### config.mk
export PLATFORM = sky130hd
export DESIGN_NAME = sram_access_ctrl
export DESIGN_NICKNAME = d
export VERILOG_FILES = /design/src/rtl/sram_access_ctrl.sv
export SDC_FILE = /design/constraint.sdc
export NUM_CORES = 1
export LEC_CHECK = 0
export BUFFER_PORTS_ARGS = -buffer_cell sky130_fd_sc_hd__buf_2
export CAP_MARGIN = 20
export CORE_MARGIN = 1.5
export CORE_UTILIZATION = 30
export CTS_CLUSTER_DIAMETER = 150
export CTS_CLUSTER_SIZE = 8
export DETAILED_ROUTE_END_ITERATION = 12
export GPL_TIMING_DRIVEN = 0
export MAX_ROUTING_LAYER = met4
export PLACE_DENSITY = 0.71
export SYNTH_ARGS = -nofsm -noshare
export SYNTH_HDL_FRONTEND = slang
export SYNTH_SLANG_ARGS = --single-unit
export TNS_END_PERCENT = 1
### constraint.sdc
create_clock -name hclk -period 2.46 [get_ports hclk]
set_input_delay 0.369 -clock hclk [delete_from_list [all_inputs] [get_ports hclk]]
set_output_delay 0.369 -clock hclk [all_outputs]
set_load 0.03 [all_outputs]
### src/rtl/sram_access_ctrl.sv
// AHB-to-SRAM access sequencer: write data-phase issue, same-group read deferral, read data mux.
// Optional SRAM_CONFLICT_CNT_EN adds a saturating conflict_cnt output.
module sram_access_ctrl #(
  parameter int ADDR_W     = 16,
  parameter int NUM_GROUPS = 4,
  parameter int GRP_W      = 2,
  parameter int GRP_LSB    = 12
) (
  input  logic                    hclk,
  input  logic                    n_hreset,
  input  logic                    valid_access,
  input  logic                    hready_in,
  input  logic                    hwrite,
  input  logic [ADDR_W-1:0]       haddr,
  input  logic [2:0]              hsize,
  input  logic [31:0]             hwdata,
  input  logic [32*NUM_GROUPS-1:0] mem_rdata,
  output logic [NUM_GROUPS-1:0]   mem_cs,
  output logic                    mem_we,
  output logic [3:0]              mem_be,
  output logic [ADDR_W-3:0]       mem_addr,
  output logic [31:0]             mem_wdata,
  output logic [31:0]             hrdata,
  output logic                    RWconflict
`ifdef SRAM_CONFLICT_CNT_EN
  ,
  output logic [15:0]             conflict_cnt
`endif
);

  typedef enum logic [1:0] {
    IDLE,
    WR_DATA,
    RD_DEFER
  } state_t;

  state_t            state;
  logic [ADDR_W-3:0] wr_addr_q;
  logic [3:0]        wr_be_q;
  logic [GRP_W-1:0]  wr_grp_q;
  logic [ADDR_W-3:0] dr_addr_q;
  logic [GRP_W-1:0]  dr_grp_q;
  logic              rd_vld_q;
  logic [GRP_W-1:0]  rd_grp_q;
  logic [31:0]       hrdata_q;

  logic [GRP_W-1:0]  grp;
  logic              acc_ok;
  logic              rd_req;
  logic              wr_req;
  logic              conflict;
  logic              rd_now;
  logic [3:0]        be_new;
  logic [31:0]       rd_sel;

  assign grp      = haddr[GRP_LSB +: GRP_W];
  assign acc_ok   = valid_access & hready_in & (state != RD_DEFER);
  assign rd_req   = acc_ok & ~hwrite;
  assign wr_req   = acc_ok & hwrite;
  assign conflict = rd_req & (state == WR_DATA) & (grp == wr_grp_q);
  assign rd_now   = rd_req & ~conflict;
  assign rd_sel   = mem_rdata[32*int'(rd_grp_q) +: 32];

  assign RWconflict = conflict;
  assign hrdata     = rd_vld_q ? rd_sel : hrdata_q;

  // Byte lane enables from size and low address bits
  always_comb begin
    be_new = 4'b0000;
    unique case (hsize)
      3'b000:  be_new = 4'b0001 << haddr[1:0];
      3'b001:  be_new = haddr[1] ? 4'b1100 : 4'b0011;
      3'b010:  be_new = 4'b1111;
      default: be_new = 4'b0000;
    endcase
  end

  // SRAM strobes: pending write, deferred read, and live read may overlap
  always_comb begin
    mem_cs    = '0;
    mem_we    = 1'b0;
    mem_be    = 4'b0000;
    mem_addr  = '0;
    mem_wdata = '0;
    if (state == WR_DATA) begin
      mem_cs[wr_grp_q] = 1'b1;
      mem_we           = 1'b1;
      mem_be           = wr_be_q;
      mem_addr         = wr_addr_q;
      mem_wdata        = hwdata;
    end
    if (state == RD_DEFER) begin
      mem_cs[dr_grp_q] = 1'b1;
      mem_addr         = dr_addr_q;
    end
    if (rd_now) begin
      mem_cs[grp] = 1'b1;
      if (state != WR_DATA) mem_addr = haddr[ADDR_W-1:2];
    end
  end

  // Sequencer state, captured access fields and read return tracking
  always_ff @(posedge hclk or negedge n_hreset) begin
    if (!n_hreset) begin
      state     <= IDLE;
      wr_addr_q <= '0;
      wr_be_q   <= '0;
      wr_grp_q  <= '0;
      dr_addr_q <= '0;
      dr_grp_q  <= '0;
      rd_vld_q  <= 1'b0;
      rd_grp_q  <= '0;
      hrdata_q  <= '0;
    end else begin
      unique case (state)
        IDLE, WR_DATA: begin
          if (wr_req) begin
            state     <= WR_DATA;
            wr_addr_q <= haddr[ADDR_W-1:2];
            wr_be_q   <= be_new;
            wr_grp_q  <= grp;
          end else if (conflict) begin
            state     <= RD_DEFER;
            dr_addr_q <= haddr[ADDR_W-1:2];
            dr_grp_q  <= grp;
          end else begin
            state <= IDLE;
          end
        end
        RD_DEFER: state <= IDLE;
        default:  state <= IDLE;
      endcase
      rd_vld_q <= rd_now | (state == RD_DEFER);
      if (state == RD_DEFER) rd_grp_q <= dr_grp_q;
      else if (rd_now)       rd_grp_q <= grp;
      if (rd_vld_q) hrdata_q <= rd_sel;
    end
  end

`ifdef SRAM_CONFLICT_CNT_EN
  // Saturating count of conflict cycles
  always_ff @(posedge hclk or negedge n_hreset) begin
    if (!n_hreset) begin
      conflict_cnt <= '0;
    end else if (conflict && conflict_cnt != 16'hFFFF) begin
      conflict_cnt <= conflict_cnt + 16'd1;
    end
  end
`endif

endmodule
==> impl_metrics.py <==
metrics = {
    "cts": {
        "htreeDepth": 3,
        "cts.path.max_buffers": 2,
        "clkLatencyLatePin_ps": 340,
        "cts_sinks": 69,
        "clk_pin_slew_worst_paths_ps": 60,
        "cts_root_buf": "clkbuf_16",
        "cts_tree": "yes",
        "numCtsBuffers": 9,
    },
    "timing": {
        "finClkSkew_ps": 10.61,
        "rsz0062_at_grt": "yes",
        "holdWs_ps": 270.9,
        "timing.fmax_ghz": 0.4121,
        "final.setup.tns_ps": 0,
        "maxSlewHeadroom": 0.6534,
        "fin_crit_ps": 2427,
        "tightest_slew_ps": 519.8,
        "post-route-period-util": 0.9865,
        "finalSetupViolCount": 0,
        "drv_slew": 0,
        "hold_violations": 0,
    },
    "critical_path": {
        "slowest_stage": "dfrtp_1",
        "critPathMostFrequentCell": "buf_2",
        "cp-end-kind": "primary output",
        "worstPathRequired_ps": 2090,
        "start_kind": "register",
        "reg2reg_depth": 5,
        "critPathKind": "register to primary output",
        "critPathArrivalTime_ps": 2060,
        "r2r-start": "wr_addr_q[11]",
        "cp-startpoint": "state[1]",
        "cp_slowest_stage_delay_ps": 420,
        "path_cells": "nand2b_1 > buf_2 > o31ai_4 > nor3_1 > a221o_1 > buf_2",
        "crit_path_max_fanout": 7,
    },
    "die": {
        "start_util": 0.3089,
        "fp.dieW_um": 122.8,
        "rows": 43,
        "die_h_um": 122.8,
        "io_pins": 272,
        "dieArea_um2": 15070,
        "core_um2": 13930,
    },
    "detailed_routing": {
        "dr.pass1.iters": 4,
        "routed-via-count": 4095,
        "dr.first_iter.drc_count": 356,
        "vias_per_cell": 4.789,
        "finalWirelength_um": 14760,
        "drc": 0,
        "antenna_left": 0,
        "post_drt_wl_per_cell_um": 17.26,
    },
    "synthesis": {
        "syn_area_per_cell_um2": 11.21,
        "post-synth-top-count-cell": "dfrtp_1",
        "yosysSeqAreaShare": 0.4012,
        "syn_inst": 384,
        "yosysWarnings": 0,
        "yosysTopAreaCell": "dfrtp_1",
        "synth-seq-cells": 69,
        "synthArstFlopShare": 1.000,
        "synth_top_area_frac": 0.4012,
        "synth_nets": 568,
        "synth_commonest_cells": "69 x dfrtp_1, 50 x nand2_1, 37 x mux2_2, 36 x and2_1, 32 x mux4_2",
        "yosys.cell_types.count": 37,
        "synth_area_leaders": "dfrtp_1 40%, mux4_2 17%, mux2_2 9.7%",
        "syn_area_um2": 4304,
        "synth_edf_count": 0,
        "synth_ff_type": "dfrtp_1",
    },
    "power": {
        "power_frac_comb": 0.396,
        "clockPowerShare": 0.289,
        "power_density_nw_per_um2": 757.7,
        "power_mw": 4.821,
        "p_int_mw": 3.117,
        "sequentialPowerShare": 0.315,
        "p_switching_mw": 1.704,
        "switching_share": 0.3534,
        "p_leak_nw": 3.212,
        "peakVddDrop_mv": 0.4833,
    },
    "grt": {
        "grt_pass1_wl_um": 21280,
        "grt_pass1_vias": 3954,
        "grt_max_degree": 59,
        "antenna_found_initial": 0,
        "grt_overflow": 0,
        "gr-usage-all-layers": 0.1940,
    },
    "final_layout": {
        "nets": 853,
        "postLayoutCoreUtil": 0.4566,
        "syn2layout_area_growth_pct": 47.82,
        "drive_gt1_frac": 0.5801,
    },
    "run": {
        "cap_violations": 0,
    },
    "worst_hold_path": {
        "hold_start": "haddr[11]",
        "worst_hold_path_type": "input pin to register",
        "worst_hold_path.num_cells": 3,
    },
    "placed_design": {
        "dpl.hpwl_um": 11620,
        "port_buffers": 271,
        "gp_congestion": 0.7942,
    },
    "outcome": {
        "outcome": "finished clean",
    },
}
[cell families after synthesis]
family          count (synthesis)  share of synthesized area
mux                            78                     0.2878
compound gates                 59                    0.08808
flops                          69                     0.4012
xor+xnor                        2                   0.007558
simple gates                  137                     0.1779
buf+inv                        39                    0.03750
[cell type report]
cell class	instances	area [um2]
repair buffers	275	1416
flip-flops and latches	69	1728
inverters	5	18.77
diodes	1	2.502
fillers	1320	7572
clock inverters	6	86.33
clock buffers	10	229.0
well taps	180	225.2
plain buffers	33	209.0
multi-input cells	276	2447
[metrics by stage]
| step | instance area, um2 | instances | worst slack [ps] |
|---|---|---|---|
| global placement | 5886 | 835 | -14.37 |
| finish | 6362 | 855 | 33.15 |
| floorplan | 4304 | 384 | 270.7 |
| CTS | 6314 | 852 | -26.06 |
| detailed placement | 5916 | 836 | -12.26 |
| global route | 6360 | 854 | -75.15 |
[worst paths after layout]
check	slack [ps]	end
worst max-delay path	30	mem_cs[2]
worst min register to register	480	dr_addr_q[0]
min in group asynchronous	430	hrdata_q[18]
worst max register to register	690	dr_addr_q[1]
max in group asynchronous	1480	wr_addr_q[10]
worst min-delay path	270	wr_addr_q[9]
[repair_timing]
action | CTS | global route
hold buffers | 1 | 0
pin swaps | 0 | 1
buffers inserted | 0 | 2
gates resized for setup | 26 | 19
endpoints found under the setup margin | 69 | 72
hold endpoints to repair | 11 | 0
[critical path: cells and delay by family, from the launching register on]
family | cells | cell delay [ps]
AO/OA/AOI/OAI | 2 | 690
flip-flops | 1 | 420
AND/OR/NAND/NOR | 2 | 260
buffers and inverters | 2 | 370
[state kept, by name, summed over array words and instances, names as in the netlist]
| name | flops |
|---|---|
| dr_addr_q | 14 |
| wr_be_q | 4 |
| state | 2 |
| wr_addr_q | 14 |
| rd_vld_q | 1 |
| hrdata_q | 32 |
| rd_grp_q | 2 |
[layout by cell type (no fill, tap or decap), types with 3 or more instances in the layout]
cell type	synthesis	final
a211oi_1	12	12
a21oi_1	18	18
a31oi_1	12	12
and2_1	36	36
buf_2	6	275
buf_4	0	4
clkbuf_1	24	9
clkbuf_16	0	9
clkbuf_2	0	11
dfrtp_1	69	68
inv_1	5	5
mux2_1	9	9
mux2_2	37	37
mux4_2	32	32
nand2_1	50	50
nand2b_1	3	3
nand3_1	3	3
nor2b_1	15	15
nor3_1	4	4
nor3b_1	14	14
o21ai_0	9	8
[metal layers]
metal  share of wire  track usage  vias up
met5               0            -        -
met4          0.0096      0.05087        0
li1                -            -     1971
met3           0.070      0.04182       10
met1            0.43       0.2478     1948
met2            0.49       0.3122      166
[power groups by stage]
stage          sequential (mW)  clock, mW  combinational (mW)
6_report                  1.52       1.39                1.91
5_1_grt                   1.55       1.50                2.04
4_1_cts                   1.52       1.45                1.91
3_5_place_dp              1.54          0                1.87
3_3_place_gp              1.52          0                1.84
2_1_floorplan             1.51          0                1.30
Power figures use the tool's default switching activity.
